**src/rtl/ex_fsm_stim_gen.sv**
```systemverilog
// ex_fsm_stim_gen
// Generates a programmed level pattern on A for driving ex_fsm:
// an idle-low lead-in, then a train of high pulses separated by low gaps.
// Every segment length is exact to the clock cycle.
//
// Ports:
//   sclk      system clock, all state changes on the rising edge
//   rst       asynchronous active-high reset
//   start     run request, sampled only while idle
//   lead_len  low cycles before the first pulse
//   high_len  high cycles per pulse (0 behaves as 1)
//   low_len   low cycles between pulses (0 behaves as 1)
//   pulses    number of high pulses (0 = empty request)
//   A         generated level (flop output)
//   busy      high while a sequence is running (flop output)
//   done      one-cycle completion strobe (flop output)
module ex_fsm_stim_gen #(
  parameter int CNT_W   = 16,
  parameter int PULSE_W = 8
) (
  input  logic               sclk,
  input  logic               rst,
  input  logic               start,
  input  logic [CNT_W-1:0]   lead_len,
  input  logic [CNT_W-1:0]   high_len,
  input  logic [CNT_W-1:0]   low_len,
  input  logic [PULSE_W-1:0] pulses,
  output logic               A,
  output logic               busy,
  output logic               done
);

  typedef enum logic [1:0] {IDLE, LEAD, HIGH, GAP} state_t;

  state_t             state;
  logic [CNT_W-1:0]   cnt;      // cycles left in the current segment, minus one
  logic [CNT_W-1:0]   high_m1;  // latched high length minus one
  logic [CNT_W-1:0]   low_m1;   // latched low length minus one
  logic [PULSE_W-1:0] rem;      // pulses still to be emitted, including the current one

  // Segment reload values computed from the live inputs; a zero length is
  // treated as one cycle, so the reload value clamps at zero.
  logic [CNT_W-1:0] high_m1_in;
  logic [CNT_W-1:0] low_m1_in;

  assign high_m1_in = (high_len == '0) ? '0 : high_len - CNT_W'(1);
  assign low_m1_in  = (low_len  == '0) ? '0 : low_len  - CNT_W'(1);

  always_ff @(posedge sclk or posedge rst) begin
    if (rst) begin
      state   <= IDLE;
      cnt     <= '0;
      high_m1 <= '0;
      low_m1  <= '0;
      rem     <= '0;
      A       <= 1'b0;
      busy    <= 1'b0;
      done    <= 1'b0;
    end else begin
      done <= 1'b0;
      case (state)
        IDLE: begin
          if (start) begin
            high_m1 <= high_m1_in;
            low_m1  <= low_m1_in;
            rem     <= pulses;
            busy    <= 1'b1;
            if (pulses == '0) begin
              // Empty request: one busy cycle spent in LEAD with a zero
              // count, then completion on the next edge with A held low.
              state <= LEAD;
              cnt   <= '0;
            end else if (lead_len == '0) begin
              state <= HIGH;
              A     <= 1'b1;
              cnt   <= high_m1_in;
            end else begin
              state <= LEAD;
              cnt   <= lead_len - CNT_W'(1);
            end
          end
        end

        LEAD: begin
          if (cnt == '0) begin
            if (rem == '0) begin
              state <= IDLE;
              busy  <= 1'b0;
              done  <= 1'b1;
            end else begin
              state <= HIGH;
              A     <= 1'b1;
              cnt   <= high_m1;
            end
          end else begin
            cnt <= cnt - CNT_W'(1);
          end
        end

        HIGH: begin
          if (cnt == '0) begin
            A <= 1'b0;
            if (rem > PULSE_W'(1)) begin
              state <= GAP;
              cnt   <= low_m1;
            end else begin
              state <= IDLE;
              busy  <= 1'b0;
              done  <= 1'b1;
              rem   <= '0;
            end
          end else begin
            cnt <= cnt - CNT_W'(1);
          end
        end

        GAP: begin
          if (cnt == '0) begin
            state <= HIGH;
            A     <= 1'b1;
            cnt   <= high_m1;
            if (rem != '0) rem <= rem - PULSE_W'(1);
          end else begin
            cnt <= cnt - CNT_W'(1);
          end
        end

        default: begin
          state <= IDLE;
          A     <= 1'b0;
          busy  <= 1'b0;
        end
      endcase
    end
  end

endmodule

```
**config.mk**
```make
export PLATFORM = sky130hd
export DESIGN_NAME = ex_fsm_stim_gen
export DESIGN_NICKNAME = d
export VERILOG_FILES = /design/src/rtl/ex_fsm_stim_gen.sv
export SDC_FILE = /design/constraint.sdc
export NUM_CORES = 1
export LEC_CHECK = 0
export ABC_AREA = 1
export BUFFER_PORTS_ARGS = -buffer_cell sky130_fd_sc_hd__buf_4
export CAP_MARGIN = 5
export CORE_MARGIN = 5
export CORE_UTILIZATION = 60
export DETAILED_ROUTE_END_ITERATION = 10
export HOLD_SLACK_MARGIN = 0.03
export PLACE_DENSITY_LB_ADDON = 0.15
export SLEW_MARGIN = 20
export SYNTH_ARGS = -nofsm -noshare
export SYNTH_HDL_FRONTEND = slang
export SYNTH_SLANG_ARGS = --single-unit
```
**constraint.sdc**
```tcl
create_clock -name sclk -period 2.1 [get_ports sclk]
set_clock_uncertainty 0.1 [all_clocks]
set_input_delay 0.105 -clock sclk [delete_from_list [all_inputs] [get_ports sclk]]
set_output_delay 0.105 -clock sclk [all_outputs]
set_load 0.005 [all_outputs]
```
==> metrics.md <==
| Metric | Value |
|---|---|
| Clock transition at path regs | 70 ps |
| Sequential share of power | 27.8% |
| Data arrival, critical path | 2080 ps |
| R2r endpoint | cnt[4] |
| I/O Pins | 62 |
| Critical Path Start | cnt[13] |
| Largest net degree at the start of global routing | 39 |
| R2R setup slack | 160 ps |
| #FFs+latches synth | 61 |
| Grt total ovfl | 0 |
| Cts bufs inserted | 9 |
| Most common cell in the netlist | nand2_1 |
| Final WL | 15600 um |
| TNS Setup | 0 ps |
| Asr flop ratio synth | 100% |
| Diode count | 0 |
| Initial antenna violation count | 0 |
| Mapped Cells | 819 |
| Syn-to-layout area delta | 22.5% |
| Yosys warns | 0 |
| Switch share | 47.6% |
| Crit path capture type | flip-flop |
| Most area-consuming cells after synthesis | dfrtp_1 29%, nand2_1 17%, nand3_1 8.8% |
| Clock Power Share | 15.8% |
| Vias/cell | 5.56 |
| Worst hold path class | input port to flip-flop |
| CP Max Fanout | 11 |
| Origin of the critical flop-to-flop path | cnt[13] |
| Multi-input gate area | 3290 um2 |
| Core area | 8640 um2 |
| Pwr dens | 1230 nW/um2 |
| Comb pwr share | 56.4% |
| Vias in the first global route | 5631 |
| Worst Setup EP | cnt[4] |
| Crit path required time | 2240 ps |
| Slew Limit Fails | 0 |
| Post-Syn Nets | 893 |
| Placed Area | 5920 um2 |
| Root buffer cell | clkbuf_8 |
| Total track usage | 29.1% |
| Design area | 6460 um2 |
| Most common cell on crit path | nand3_1 |
| Avg Cell Area, Syn | 6.44 um2 |
| WL/cell | 15.2 um |
| Antenna viol nets, final | 0 |
| I/O Buffers | 61 |
| Status | completed |
| Clock Sink Count | 61 |
| Int Pwr | 0.00416 W |
| Slowest stage delay, CP | 440 ps |
| Die height | 104 um |
| CP max-delay cell | dfrtp_1 |
| Rows | 34 |
| Dominant cell type by area after synthesis | dfrtp_1 |
| Crit-path cells | nor2_2 -> nand3_2 -> nor2_4 -> nand2_4 -> buf_4 -> o211ai_1 -> nand3_1 -> nand3_1 -> nand2_1 |
| Setup-failing EPs final | 0 |
| Register area | 1530 um2 |
| Final Hold Fails | 0 |
| Latest clock arrival within the worst-skew pair | 350 ps |
| Placer Congestion | 0.918 |
| CP delay by family, top | simple AND/OR/NAND/NOR gates |
| Share of cells above drive strength 1 | 17.2% |
| Period minus WS final | 1940 ps |
| WP buf/inv | 1 |
| First-pass GRT wire length | 26200 um |
| Post-Syn Area | 5270 um2 |
| Max_cap viols | 0 |
| Worst reg-to-reg path cell count | 9 |
| DR vias | 5728 |
| 1st-pass router iterations | 5 |
| Rel. slew slack | 63.0% |
| CTS tree | built |
| H-tree depth | 3 |
| Crit Path Category | flip-flop to flip-flop |
| Main flop type after synthesis | dfrtp_1 |
| Worst setup SP type | flip-flop |
| DIE AREA | 10800 um2 |
| Register area share after synthesis | 29.0% |
| Peak VDD IR | 0.676 mV |
| DPL Wire Length | 11800 um |
| RSZ-0062 raised after global routing | no |
| WP depth | 9 |
| Top-area cell type share of the netlist area | 29.0% |
| Starting Density | 61.0% |
| EDFF count, synth | 0 |
| DRC errors left | 0 |
| Tightest Pin Transition | 553 ps |
| Fillers | 716 |
| Number of DRC violations after detailed-routing iteration 0 | 452 |
| Hold Crit Start | high_len[3] |
| Final net count | 993 |
| Commonest cells post-synth | 242 x nand2_1, 108 x inv_1, 95 x nor2_1 |
| F_max | 0.516 GHz |
| Leak | 3.25 nW |
| CTS Buffer Depth | 2 |
| NetSw | 0.00378 W |
| Synth unique cells | 40 |
| Die Wd | 104 um |
| Fin crit share | 92.2% |
worst min-delay path by stage:
stage                            end  slack, ps  cells after the start
final                     high_m1[3]         50                      4
after global routing      high_m1[3]         70                      4
after CTS                 high_m1[3]         30                      4
after detailed placement  low_m1[13]         80                      2
after global placement    low_m1[13]         80                      2
after floorplan            low_m1[0]        110                      1
cell families (layout without fill, tap and decap cells):
family / after synthesis / in the layout / synth area share [%]
flops: 61 / 61 / 29.0
simple gates: 494 / 494 / 42.1
buf+inv: 128 / 231 / 9.95
compound gates: 93 / 94 / 10.8
fa+ha+maj: 15 / 15 / 3.56
xor+xnor: 28 / 28 / 4.65
layout by cell type, fill, tap and decap left out, drive strengths merged:
master       count
a21o             1
a21oi           21
a22oi            1
a31oi            2
a32o             1
a32oi            1
and3             1
buf             82
bufinv           3
clkbuf          10
clkinv           3
dfrtp           61
dlygate4sd3     22
ha              15
inv            111
nand2          251
nand3          102
nand3b           3
nand4           18
nor2           113
nor3             4
o211ai          11
o21ai           46
o21bai           1
o22ai            8
o31ai            1
or2              2
xnor2            9
xor2            19
what timing repair did:
item	in CTS	in global routing
endpoints found under the hold margin	44	0
hold buffers	22	0
buffers inserted	0	3
endpoints found under the setup margin	0	28
gates resized for setup	0	16
flip-flops by register name, indices dropped and copies added (netlist names):
name,cells
A,1
done,1
cnt,16
high_m1,16
rem,8
state,2
low_m1,16
busy,1
metrics by stage:
step                      total power, W  instances  setup WS (ps)  utilization, %  hold WS [ps]
after detailed placement         0.00634        990           49.9            68.5          84.6
final                            0.00794       1031            163            74.8          51.1
after CTS                        0.00766       1027           20.2            73.7          32.6
after global routing             0.00859       1031           2.83            74.8          67.6
after global placement           0.00618        990            135            68.5          75.6
after floorplan                  0.00516        819            226               -           108
power by group through the flow:
stage,sequential (W),clock [W],combinational [W]
5_1_grt,0.00227,0.00132,0.00500
6_report,0.00221,0.00125,0.00448
2_1_floorplan,0.00209,0,0.00307
4_1_cts,0.00218,0.00126,0.00421
3_5_place_dp,0.00220,0,0.00413
3_3_place_gp,0.00218,0,0.00399
per-layer routing:
layer	routed length [um]	vias up	global-route usage [%]	part of all wire, %
met5	0	-	0	0
li1	-	2823	-	-
met3	972	40	4.98	6.2
met4	594	0	12.3	3.8
met2	7510	213	48.2	48
met1	6560	2652	37.4	42
worst reg2reg max path, stage by stage, from the launching register on:
cell and delay (ps):
dfrtp_1 440, nor2_2 160, nand3_2 170, nor2_4 180
nand2_4 150, buf_4 190, o211ai_1 180, nand3_1 110
nand3_1 90, nand2_1 50
final cells by class:
type | count | area share (%)
multi-input combinational | 631 | 51.0
sequential | 61 | 23.6
timing repair buffer | 104 | 13.1
inverter | 112 | 6.63
tap | 108 | 2.09
clock buffer | 10 | 1.98
clock inverter | 5 | 1.55
Power figures use the tool's default switching activity.
